**src/rtl/dcache_wb_buf_pkg.sv**
```systemverilog
// Shared definitions for the dcache write-back buffer: request/data types, FSM states, default depth.
package dcache_wb_buf_pkg;

    localparam int WB_BUF_N_ENTRIES = 4;
    localparam int BLOCK_ADDR_W     = 16;
    localparam int BLOCK_DATA_W     = 64;

    typedef enum logic {
        REQ_READ  = 1'b0,
        REQ_WRITE = 1'b1
    } req_type_t;

    typedef logic [BLOCK_DATA_W-1:0] block_data_t;
    typedef logic [BLOCK_ADDR_W-1:0] main_mem_block_addr_t;

    typedef enum logic [1:0] {
        WB_IDLE,
        WB_FWD,
        WB_RD_ISSUE,
        WB_RD_WAIT
    } wb_state_t;

endpackage

```
**src/rtl/dcache_wb_buf_addr_match.sv**
```systemverilog
// Youngest-match address search across the write-buffer entries, walking oldest to youngest from head.
module wb_addr_match
    import dcache_wb_buf_pkg::*;
#(
    parameter int N_ENTRIES = WB_BUF_N_ENTRIES
) (
    input  logic [N_ENTRIES-1:0]         entry_valid,
    input  main_mem_block_addr_t         entry_addr [N_ENTRIES],
    input  logic [$clog2(N_ENTRIES)-1:0] head,
    input  main_mem_block_addr_t         query_addr,
    output logic                         hit,
    output logic [$clog2(N_ENTRIES)-1:0] hit_idx
);

    localparam int PTR_W = $clog2(N_ENTRIES);

    logic [PTR_W-1:0] idx;

    // Later (younger) matches overwrite earlier ones; pointer arithmetic wraps on power-of-two depth.
    always_comb begin
        hit     = 1'b0;
        hit_idx = head;
        idx     = '0;
        for (int k = 0; k < N_ENTRIES; k++) begin
            idx = head + PTR_W'(k);
            if (entry_valid[idx] && (entry_addr[idx] == query_addr)) begin
                hit     = 1'b1;
                hit_idx = idx;
            end
        end
    end

endmodule

```
**src/rtl/dcache_wb_buf.sv**
```systemverilog
// Dcache write-back buffer: circular FIFO of write-backs with read forwarding and a read-miss path to mem_ctrl.
// Optional write coalescing into existing entries is enabled by defining DCACHE_WB_BUF_COALESCE_EN.
module dcache_wb_buf
    import dcache_wb_buf_pkg::*;
#(
    parameter int N_ENTRIES = WB_BUF_N_ENTRIES
) (
    input  logic                       clk,
    input  logic                       rst_aH,
    input  logic                       dc_req_valid,
    input  req_type_t                  dc_req_type,
    input  main_mem_block_addr_t       dc_req_block_addr,
    input  block_data_t                dc_req_block_data,
    output logic                       dc_req_ready,
    output logic                       dc_resp_valid,
    output block_data_t                dc_resp_block_data,
    output logic                       mc_req_valid,
    output req_type_t                  mc_req_type,
    output main_mem_block_addr_t       mc_req_block_addr,
    output block_data_t                mc_req_block_data,
    input  logic                       mc_req_ready,
    input  logic                       mc_resp_valid,
    input  block_data_t                mc_resp_block_data,
    output logic [$clog2(N_ENTRIES):0] wb_count,
    output logic                       wb_empty
);

    localparam int PTR_W = $clog2(N_ENTRIES);
    localparam int CNT_W = PTR_W + 1;

    wb_state_t            state, state_nxt;
    logic [PTR_W-1:0]     head, tail;
    logic [CNT_W-1:0]     count;
    logic [N_ENTRIES-1:0] valid;
    main_mem_block_addr_t ent_addr [N_ENTRIES];
    block_data_t          ent_data [N_ENTRIES];
    main_mem_block_addr_t rd_addr;
    block_data_t          fwd_data;

    logic             hit;
    logic [PTR_W-1:0] hit_idx;
    logic             full, req_is_wr, head_drain, drain_pop, coalesce;
    logic             rd_accept, wr_accept, push;

    wb_addr_match #(.N_ENTRIES(N_ENTRIES)) u_match (
        .entry_valid (valid),
        .entry_addr  (ent_addr),
        .head        (head),
        .query_addr  (dc_req_block_addr),
        .hit         (hit),
        .hit_idx     (hit_idx)
    );

    assign full       = (count == CNT_W'(N_ENTRIES));
    assign req_is_wr  = (dc_req_type == REQ_WRITE);
    // Head is offered to mem_ctrl whenever the read path does not own the request channel.
    assign head_drain = (count != '0) && ((state == WB_IDLE) || (state == WB_FWD));
    assign drain_pop  = !rst_aH && head_drain && mc_req_ready;

`ifdef DCACHE_WB_BUF_COALESCE_EN
    assign coalesce = hit && !(drain_pop && (hit_idx == head));
`else
    assign coalesce = 1'b0;
`endif

    assign dc_req_ready = !rst_aH && (req_is_wr ? (!full || coalesce) : (state == WB_IDLE));
    assign rd_accept    = dc_req_valid && dc_req_ready && !req_is_wr;
    assign wr_accept    = dc_req_valid && dc_req_ready && req_is_wr;
    assign push         = wr_accept && !coalesce;

    assign wb_count = count;
    assign wb_empty = (count == '0);

    always_ff @(posedge clk) begin
        if (rst_aH) begin
            state <= WB_IDLE;
            head  <= '0;
            tail  <= '0;
            count <= '0;
            valid <= '0;
        end else begin
            state <= state_nxt;
            if (push) begin
                tail        <= tail + 1'b1;
                valid[tail] <= 1'b1;
            end
            if (drain_pop) begin
                head        <= head + 1'b1;
                valid[head] <= 1'b0;
            end
            count <= count + CNT_W'(push) - CNT_W'(drain_pop);
        end
    end

    // Payload storage carries no reset; occupancy is tracked solely by valid/count.
    always_ff @(posedge clk) begin
        if (push) begin
            ent_addr[tail] <= dc_req_block_addr;
            ent_data[tail] <= dc_req_block_data;
        end
        if (wr_accept && coalesce) begin
            ent_data[hit_idx] <= dc_req_block_data;
        end
        if (rd_accept) begin
            rd_addr <= dc_req_block_addr;
            if (hit) begin
                fwd_data <= ent_data[hit_idx];
            end
        end
    end

    always_comb begin
        state_nxt          = state;
        dc_resp_valid      = 1'b0;
        dc_resp_block_data = fwd_data;
        mc_req_valid       = 1'b0;
        mc_req_type        = REQ_WRITE;
        mc_req_block_addr  = ent_addr[head];
        mc_req_block_data  = ent_data[head];
        if (!rst_aH) begin
            case (state)
                WB_IDLE: begin
                    if (dc_req_valid && !req_is_wr) begin
                        state_nxt = hit ? WB_FWD : WB_RD_ISSUE;
                    end
                end
                WB_FWD: begin
                    dc_resp_valid = 1'b1;
                    state_nxt     = WB_IDLE;
                end
                WB_RD_ISSUE: begin
                    mc_req_valid      = 1'b1;
                    mc_req_type       = REQ_READ;
                    mc_req_block_addr = rd_addr;
                    mc_req_block_data = '0;
                    if (mc_req_ready) begin
                        state_nxt = WB_RD_WAIT;
                    end
                end
                WB_RD_WAIT: begin
                    dc_resp_valid      = mc_resp_valid;
                    dc_resp_block_data = mc_resp_block_data;
                    if (mc_resp_valid) begin
                        state_nxt = WB_IDLE;
                    end
                end
                default: state_nxt = WB_IDLE;
            endcase
            if (head_drain) begin
                mc_req_valid = 1'b1;
            end
        end
    end

endmodule

```
**config.mk**
```make
export PLATFORM = sky130hd
export DESIGN_NAME = dcache_wb_buf
export DESIGN_NICKNAME = d
export VERILOG_FILES = /design/src/rtl/dcache_wb_buf_pkg.sv /design/src/rtl/dcache_wb_buf_addr_match.sv /design/src/rtl/dcache_wb_buf.sv
export SDC_FILE = /design/constraint.sdc
export NUM_CORES = 1
export LEC_CHECK = 0
export CAP_MARGIN = 10
export CORE_MARGIN = 5
export CORE_UTILIZATION = 30
export CTS_BUF_LIST = sky130_fd_sc_hd__clkbuf_16
export DETAILED_ROUTE_END_ITERATION = 10
export GPL_TIMING_DRIVEN = 0
export SETUP_SLACK_MARGIN = 0.1
export SYNTH_ARGS = -nofsm -noshare
export SYNTH_HDL_FRONTEND = slang
export SYNTH_SLANG_ARGS = --single-unit
```
**constraint.sdc**
```tcl
create_clock -name clk -period 6.9 [get_ports clk]
set_input_delay 2.07 -clock clk [delete_from_list [all_inputs] [get_ports clk]]
set_output_delay 2.07 -clock clk [all_outputs]
set_load 0.005 [all_outputs]
```
Word-level counts from Yosys, hierarchy flattened
Memories as Yosys holds them, arrays and structs flattened. A register that Yosys moved wholly into a read port is not among the register bits.
Cells that the tools add are included.
Widths: inputs -> output; s select.

storage, ports and cells
  memories kept = 1
  bits in writable memories = 256
  word-level logic and storage cells = 133
  register bits after elaboration = 93

operators by class
  bitwise gates (word level) = 8
  eq/ne operators = 11
  mux-type cells = 60
  add/subtract/negate cells = 6
  $lt $le $gt $ge = 13
  reduce and logical (&&, ||, !) cells = 24

memories
  memory    words  bits a word  read ports  clocked after Yosys merged registers in  wr ports  RTL line             RTL
  ent_data  4      64           2           2                                        1         dcache_wb_buf.sv:36  block_data_t ent_data [N_ENTRIES];

operators by type and width
  cell                 count
  $mux 64              4
  $mux 16              11
  $bmux 16 s2          4
  $bwmux 64            1
  $eq 16x16->1         4
  $demux 16 s2         1
  $mux 1               19
  $mux 2               9
  $ge 3x3->1 const B   5
  $logic_and 1x1->1    15
  $lt 2x3->1 const B   5
  $not 2->3            5
  $mux 4               3
  $bmux 1 s2           4
  $pmux 2 s4           1
  $add 2x1->2 const B  2
  $add 2x2->2 const B  2
  $and 4x4->4          1
  $demux 1 s2          2
  $eq 2x2->1 const B   2
  $ge 2x1->1 const B   2
  $ne 2x2->1 const B   2
  $not 4->4            1
  $or 4x4->4           1
  other kinds (14)     16

Longest topological paths before layout
Gate-level depths: netlist of the first run.

  depth after elaboration = 13
  mapped depth = 19

Modules after synthesis
A second synthesis of the first run with hierarchy kept.

second synthesis, totals
  cells, all modules = 1098
  area total of the unflattened synthesis = 20617.3 um2

modules (own cells, without submodules)
  module         cells each  area each (um2)  instances
  dcache_wb_buf  830         18007.3          1
  wb_addr_match  268         2610.0           1

Least setup slack after synthesis of the first run
No wires, ideal clock.

  path type = input -> register
  start point = in rst_aH
  end point = reg fwd_data[0] (read register of ent_data) (enable)
  buffers on the path = 1
  stages on the path = 3
  arrival time = 5848 ps
  slack = 623 ps
  setup time = 429 ps
  path through = clkbuf_1 > nor4b_1 > and2_1

between the ends
  cells in the longest elaborated chain, start to end = 5

RTL lines
  what                               RTL line             RTL
  from (decl)                        dcache_wb_buf.sv:9   input logic rst_aH,
  $logic_not 1->1                    n/a
  $logic_and 1x1->1                  dcache_wb_buf.sv:66  assign dc_req_ready = !rst_aH && (req_is_wr ? (!full || coalesce) : (state == WB_IDLE));
  $logic_and 1x1->1 (2 in series)    dcache_wb_buf.sv:67  assign rd_accept = dc_req_valid && dc_req_ready && !req_is_wr;
  net rd_accept                      dcache_wb_buf.sv:43  logic rd_accept, wr_accept, push;
  $reduce_and 2->1 (no source line)  n/a
  to (decl)                          dcache_wb_buf.sv:38  block_data_t fwd_data;

The timed path passes the listed nets, and every way through them passes these cells.
A chain may end at the register's enable or synchronous reset.

Final worst setup path of the first run
  start point = in rst_aH
  end point = out dc_resp_block_data[24]

between the ends
  cells in the longest elaborated chain, start to end = 1

RTL lines
  what       RTL line              RTL
  $mux 64    dcache_wb_buf.sv:120  if (!rst_aH) begin
  to (decl)  dcache_wb_buf.sv:16   output block_data_t dc_resp_block_data,

Every way passes these cells.

==> summary.md, run 1 <==
| Metric | Value |
|---|---|
| Fill cells | `between 6000 and 7000` |
| Largest net degree at the start of global routing | `55` |
| Hold WC Path Type | `register to register` |
| Antenna violations before repair | `5` |
| Ys flop type | `edfxtp_1` |
| Crit path DAT | `roughly 4500 ps` |
| Yosys warns | `0` |
| RSZ-0062 raised after global routing | `no` |
| Root buf cell | `clkbuf_16` |
| Required @ worst endpoint | `4830 ps` |
| Post-synth cell types | `62` |
| Async set or reset register ratio after synthesis | `0%` |
| CP Capture Point | `dc_resp_block_data[24]` |
| Synth top area share | `57.9%` |
| CP endpoint kind | `primary output` |
| DR vias | `~12000` |
| Setup_tns | `0 ps` |
| Core Region | `a little under 70000 um^2` |
| Sequential area share after synthesis | `between 50% and 60%` |
| Sinks on Clock Net | `between 400 and 500` |
| Crit path cell chain | `clkdlybuf4s50_1, nand3b_1, clkbuf_1, buf_8, clkbuf_2, mux2_2, clkdlybuf4s50_1` |
| Full die area | `74500 um^2` |
| H-Tree Depth | `2` |
| Reg2reg end | `fwd_data[59]` |
| Skew final | `about 22 ps` |
| Maximum clock path buffer count | `3` |
| Min Clock Period, post-route | `6550 ps` |
| Post-synth EDFFs | `400` |
| Vias in the first global route | `13100` |
| Worst Setup SP | `rst_aH` |
| Post-DP HPWL | `about 40 mm` |
| CTS tree | `yes` |
| Fmax | `around 0.15 GHz` |
| Worst-Margin Slew | `between 1000 and 1500 ps` |
| Status | `finished clean` |
| Post-Syn Area | `between 20000 and 25000 um^2` |
| Avg Vias per Cell | `just under 5` |
| Die X-Extent | `273 um` |
| Max rail drop VDD | `179 uV` |
| Worst-path fanout max | `10` |
| Initial Util | `30.2%` |
| Share of layout cells above drive strength 1 | `a little over a fifth` |
| Area delta synth->final | `28.4%` |
| Crit-path slowest cell | `clkdlybuf4s50_1` |
| Max-Cap Viols | `0` |
| Final Setup Violations | `0` |
| R2R depth | `19` |
| Fin nets | `1709` |
| Gpl congestion | `~0.87` |
| P_leak | `9.71 nW` |
| Synthesis-stage register bit count | `around 420` |
| Delay of the slowest critical-path stage | `520 ps` |
| WHS | `~560 ps` |
| Routed length per instance | `23.2 um` |
| Fin area | `roughly 27000 um^2` |
| Total grt overflow | `0` |
| RR Startpoint | `head[1]` |
| I/O pin count | `302` |
| WP depth | `7` |
| WP buf/inv | `5` |
| First-pass GRT wire length | `around 85 mm` |
| Post-CTS Setup Bufs | `0` |
| Area after DPL | `about 25000 um^2` |
| First-pass DRT Iterations | `5` |
| DIE HEIGHT | `~270 um` |
| Synth Instances | `between 1000 and 1500` |
| Top post-synthesis cells by area | `edfxtp_1, mux4_2, mux2i_1` |
| Largest area contributor in the netlist | `edfxtp_1` |
| FF-to-FF setup slack | `1270 ps` |
| Starting DRC count in detailed routing | `668` |
| Most common cell in the netlist | `edfxtp_1` |
| Number of CTS-inserted buffers | `between 40 and 50` |
| Port bufs | `approximately 300` |
| Post-Route WL | `58.2 mm` |
| CP Launch Type | `input port` |
| Cell Pwr Density | `~240 nW/um^2` |
| Most frequent CP cell | `clkdlybuf4s50_1` |
| Non-Filler Instances | `between 2000 and 3000` |
| Clock latency on the worst-skew pair | `roughly 570 ps` |
| Cells after DPL | `between 2000 and 2500` |
| Register clock-pin slew on the reported worst setup and hold paths | `approximately 60 ps` |
| Row count | `96` |
| DR DRC count | `0` |
| List of most frequent post-synthesis cells | `edfxtp_1, mux2i_1, mux4_2, mux2_2, and2_1` |
| Rel. slew slack | `23.6%` |
| Overall Global Routing Usage | `15.2%` |
| Slew Limit Fails | `0` |
| Mapped Nets | `between 1000 and 1500` |
| Final period util | `approximately 95%` |
| Routed Antenna Nets | `0` |
| Core Util, Final | `between 30% and 40%` |
| Mean Syn Cell Area | `between 15 and 20 um^2` |
| Final Hold Fails | `0` |
| Crit path kind | `input port to primary output` |
| Largest delay share family, worst path | `buffers and inverters` |
-- worst min path at each step --
stage / startpoint / endpoint / slack (ps) / depth (start not counted)
6_report: valid[1] / valid[1] / 560 / 2
2_1_floorplan: valid[1] / valid[1] / 500 / 2
4_1_cts: valid[0] / valid[0] / 560 / 2
3_5_place_dp: valid[0] / valid[0] / 550 / 2
3_3_place_gp: tail[1] / tail[1] / 520 / 2
5_1_grt: tail[1] / tail[1] / 600 / 2
-- cell type report --
| cell class | count | area, um^2 | area share, % |
|---|---|---|---|
| multi-input cells | 679 | 7690 | 28.9 |
| flip-flops and latches | 415 | 12300 | 46.2 |
| clock inverters | 35 | 315 | 1.18 |
| plain buffers | 82 | 714 | 2.68 |
| repair buffers | 311 | 3210 | 12.0 |
| clock buffers | 47 | 1180 | 4.42 |
| inverters | 12 | 45.0 | 0.169 |
| well taps | 931 | 1160 | 4.38 |
| diodes | 1 | 2.50 | 0.00940 |
-- power by group --
part | internal, mW | switching, mW | total [mW]
combinational | 0.587 | 0.512 | 1.10
sequential | 2.82 | 0.0264 | 2.85
clock | 1.42 | 0.991 | 2.41
-- stage by stage --
step	setup WS [ps]	total power [mW]
3_3_place_gp	-3580	4.01
5_1_grt	202	6.63
4_1_cts	115	6.46
3_5_place_dp	-215	4.02
2_1_floorplan	623	3.51
6_report	350	6.36
-- worst min-delay path, cell delays in order (launching register included) --
cell      delay [ps]
dfxtp_1          350
nor2_1           110
a211oi_1          50
-- repair_timing --
item,in CTS,in global routing
hold buffers,0,0
gates resized for setup,7,2
setup endpoints to repair,78,10
-- cells in the final DEF, fill, tap and decap left out, types with 10 or more instances in the layout --
master / netlist / routed
clkbuf_16: 0 / 47
clkinv_1: 0 / 10
inv_1: 11 / 20
nor2_1: 20 / 20
clkbuf_1: 32 / 23
nand2_1: 15 / 15
edfxtp_1: 400 / 400
mux4_2: 115 / 115
buf_12: 14 / 14
ha_1: 10 / 10
dfxtp_1: 15 / 15
mux2_2: 80 / 80
and2_1: 69 / 64
buf_1: 11 / 11
xnor2_1: 42 / 42
nand4_1: 10 / 10
mux2i_1: 220 / 220
xor2_1: 18 / 18
clkdlybuf4s50_1: 0 / 301
-- layer usage --
metal  up-vias  track usage (%)  wire (um)
met3        79             3.59       3720
met1      6294             19.2      24100
met5         -                0         56
met2       355             26.4      29200
li1       5468                -          -
met4         8             3.59       1150
-- kinds of logic after synthesis --
logic type	after synthesis	share of synthesized area, %
adder cells (fa/ha/maj)	11	0.700
multiplexers	418	27.8
AND/OR/NAND/NOR	146	4.16
buffers and inverters	95	3.63
AO/OA/AOI/OAI	43	1.59
flip-flops	415	59.4
XOR/XNOR	61	2.67
-- registers in the layout, indices dropped and copies added (netlist names), named ones only --
name / count
ent_addr: 64
rd_addr: 16
state: 2
wb_count: 3
head: 2
ent_data: 256
fwd_data: 64
valid: 4
tail: 2
(Power assumes the default switching activity.)
==> inputs of run 2 (changes only) <==
==> constraint.sdc (replaced) <==
create_clock -name clk -period 5.85 [get_ports clk]
set_input_delay 1.755 -clock clk [delete_from_list [all_inputs] [get_ports clk]]
set_output_delay 1.755 -clock clk [all_outputs]
set_load 0.005 [all_outputs]
==> summary.md, run 2 (same netlist as run 1, synthesis figures left out) <==
| Metric | Value |
|---|---|
| Required @ worst endpoint | `4090 ps (-740 ps)` |
| Area delta synth->final | `28.2%` |
| Biggest register | `ent_data` |
| P_leak | `9.69 nW (-0.27%)` |
| Slew Limit Fails | `0 (unchanged)` |
| Final period util | `between 90 and 100%` |
| Post-DP HPWL | `39.3 mm (-1.5%)` |
| Rel. slew slack | `28.1% (+4.5 points)` |
| Tot Pwr | `7.40 mW (+16%)` |
| Final Setup Violations | `0 (unchanged)` |
| Final Hold Fails | `0 (unchanged)` |
| Non-Filler Instances | `2507 (-0.24%)` |
| Routed Antenna Nets | `0 (unchanged)` |
| Total grt overflow | `0 (unchanged)` |
| Root buf cell | `clkbuf_16` |
| Vias in the first global route | `13000 (-0.27%)` |
| Number of CTS-inserted buffers | `46 (-2.1%)` |
| Share of layout cells above drive strength 1 | `21.3% (+0.14 points)` |
| Full die area | `74500 um^2 (unchanged)` |
| Crit path DAT | `3920 ps (-560 ps)` |
| Min Clock Period, post-route | `approximately 5700 ps` |
| Starting DRC count in detailed routing | `709 (+6.1%)` |
| Commonest cells after routing, fill and taps aside | `edfxtp_1, clkdlybuf4s50_1, mux2i_1, mux4_2, mux2_2` |
| Cells after DPL | `2428 (-0.12%)` |
| Status | `finished clean` |
| H-Tree Depth | `2 (unchanged)` |
| Avg Vias per Cell | `4.86 (about the same)` |
| P_int | `5.61 mW (+16%)` |
| Initial Util | `30.2% (unchanged)` |
| Most common cell after layout, fill and taps aside | `edfxtp_1` |
| NetSw | `1.79 mW (+17%)` |
| R2R depth | `19 (unchanged)` |
| Max-Cap Viols | `0 (unchanged)` |
| Sinks on Clock Net | `415 (unchanged)` |
| Area after DPL | `25100 um^2 (about the same)` |
| Skew final | `18.2 ps (-3.61 ps)` |
| RSZ-0062 raised after global routing | `no` |
| Net Sw Frac | `24.2% (+0.19 points)` |
| CTS tree | `yes` |
| Antenna violations before repair | `6 (+1)` |
| Sequential power share | `45.4% (+0.6 points)` |
| DIE HEIGHT | `273 um (unchanged)` |
| Die X-Extent | `273 um (unchanged)` |
| CP Launch Type | `input port` |
| Fin area | `26600 um^2 (-0.18%)` |
| Overall Global Routing Usage | `14.9% (-0.24 points)` |
| Fin nets | `1704 (-0.29%)` |
| Register clock-pin slew on the reported worst setup and hold paths | `50 ps (about the same)` |
| Routed length per instance | `22.9 um (-0.94%)` |
| Row count | `96 (unchanged)` |
| Combinational share of power | `17.4% (about the same)` |
| Maximum clock path buffer count | `3 (unchanged)` |
| Number of flip-flops in the largest register | `256 (unchanged)` |
| DR vias | `12200 (-0.26%)` |
| Biggest regs | `ent_data: 256 flops, ent_addr: 64 flops, fwd_data: 64 flops` |
| Worst-path fanout max | `10 (unchanged)` |
| Crit path kind | `input port to primary output` |
| Worst hold stages | `2 (unchanged)` |
| CP endpoint kind | `primary output` |
| Hold WC Path Type | `register to register` |
| First-pass GRT wire length | `83.8 mm (-1.4%)` |
| Largest net degree at the start of global routing | `54 (-1.8%)` |
| Post-Route WL | `57.5 mm (-1.2%)` |
| Fmax | `~0.18 GHz` |
| Core Region | `68600 um^2 (unchanged)` |
| Port bufs | `301 (unchanged)` |
| DR DRC count | `0 (unchanged)` |
| Cell Pwr Density | `279 nW/um^2 (+17%)` |
| Clk pwr share | `37.2% (-0.7 points)` |
| Post-CTS Setup Bufs | `0 (unchanged)` |
| CTS Hold Buffers Added | `0 (unchanged)` |
| WHS | `555 ps (-1.94 ps)` |
| First-pass DRT Iterations | `5 (unchanged)` |
| I/O pin count | `302 (unchanged)` |
| Gpl congestion | `0.886 (+1.9%)` |
| Clock latency on the worst-skew pair | `570 ps (about the same)` |
| Max rail drop VDD | `183 uV (+2.4%)` |
| Worst-Margin Slew | `1080 ps (-68.2 ps)` |
## run 2: cell count changes in the layout (fill, tap and decap cells not counted), moves of 2 or more
cell / before / now
clkbuf_1: 23 / 16
clkbuf_4: 0 / 7
clkinv_1: 10 / 13
inv_1: 20 / 17
buf_4: 4 / 2
bufinv_16: 5 / 3
clkinv_4: 3 / 1
clkinvlp_4: 2 / 4
## run 2: worst max-delay path: stages
cell,delay [ps]
clkdlybuf4s50_1,470
or3b_4,560
clkbuf_4,330
mux2_2,280
clkdlybuf4s50_1,520
## run 2: final cells by class
class | instances | area [um^2]
antenna | 1 | 2.50
buffer | 81 | 742
clock buffer | 47 | 1180
clock inverter | 33 | 256
fill | 6271 | 42000
inverter | 12 | 45.0
multi-input combinational | 679 | 7700
sequential | 415 | 12300
tap | 931 | 1160
timing repair buffer | 308 | 3180
## run 2: power by group through the flow
stage,registers [mW],clock network [mW],logic [mW]
2_1_floorplan,3.42,0,0.724
3_3_place_gp,3.43,0,1.29
3_5_place_dp,3.43,0,1.31
4_1_cts,3.36,2.84,1.31
5_1_grt,3.37,2.96,1.38
6_report,3.36,2.75,1.29
## run 2: final timing paths
check | end | slack, ps | startpoint
setup reg to reg | fwd_data[45] | 340 | head[1]
hold / removal | valid[0] | 550 | valid[0]
hold reg to reg | valid[0] | 550 | valid[0]
setup / recovery | mc_req_block_addr[13] | 170 | rst_aH
## run 2: per-stage QoR
stage	util (%)	setup WS [ps]	TNS, ps
3_5_place_dp	36.6	-1240	-70500
4_1_cts	38.7	56.6	0
5_1_grt	38.7	104	0
3_3_place_gp	36.3	-2550	-710920
6_report	38.8	174	0
2_1_floorplan	-	658	0
## run 2: layer usage
| metal | track usage (%) | wire, um | share of wire [%] | vias up |
|---|---|---|---|---|
| li1 | - | - | - | 5466 |
| met1 | 18.3 | 23300 | 41 | 6232 |
| met2 | 26.5 | 29200 | 51 | 374 |
| met3 | 3.95 | 3610 | 6.3 | 90 |
| met4 | 3.59 | 1380 | 2.4 | 10 |
| met5 | 0 | 60 | 0.10 | - |
## run 2: timing repair
action,CTS,global route
setup endpoints to repair,142,51
resized for setup,19,8
endpoints found under the hold margin,0,0
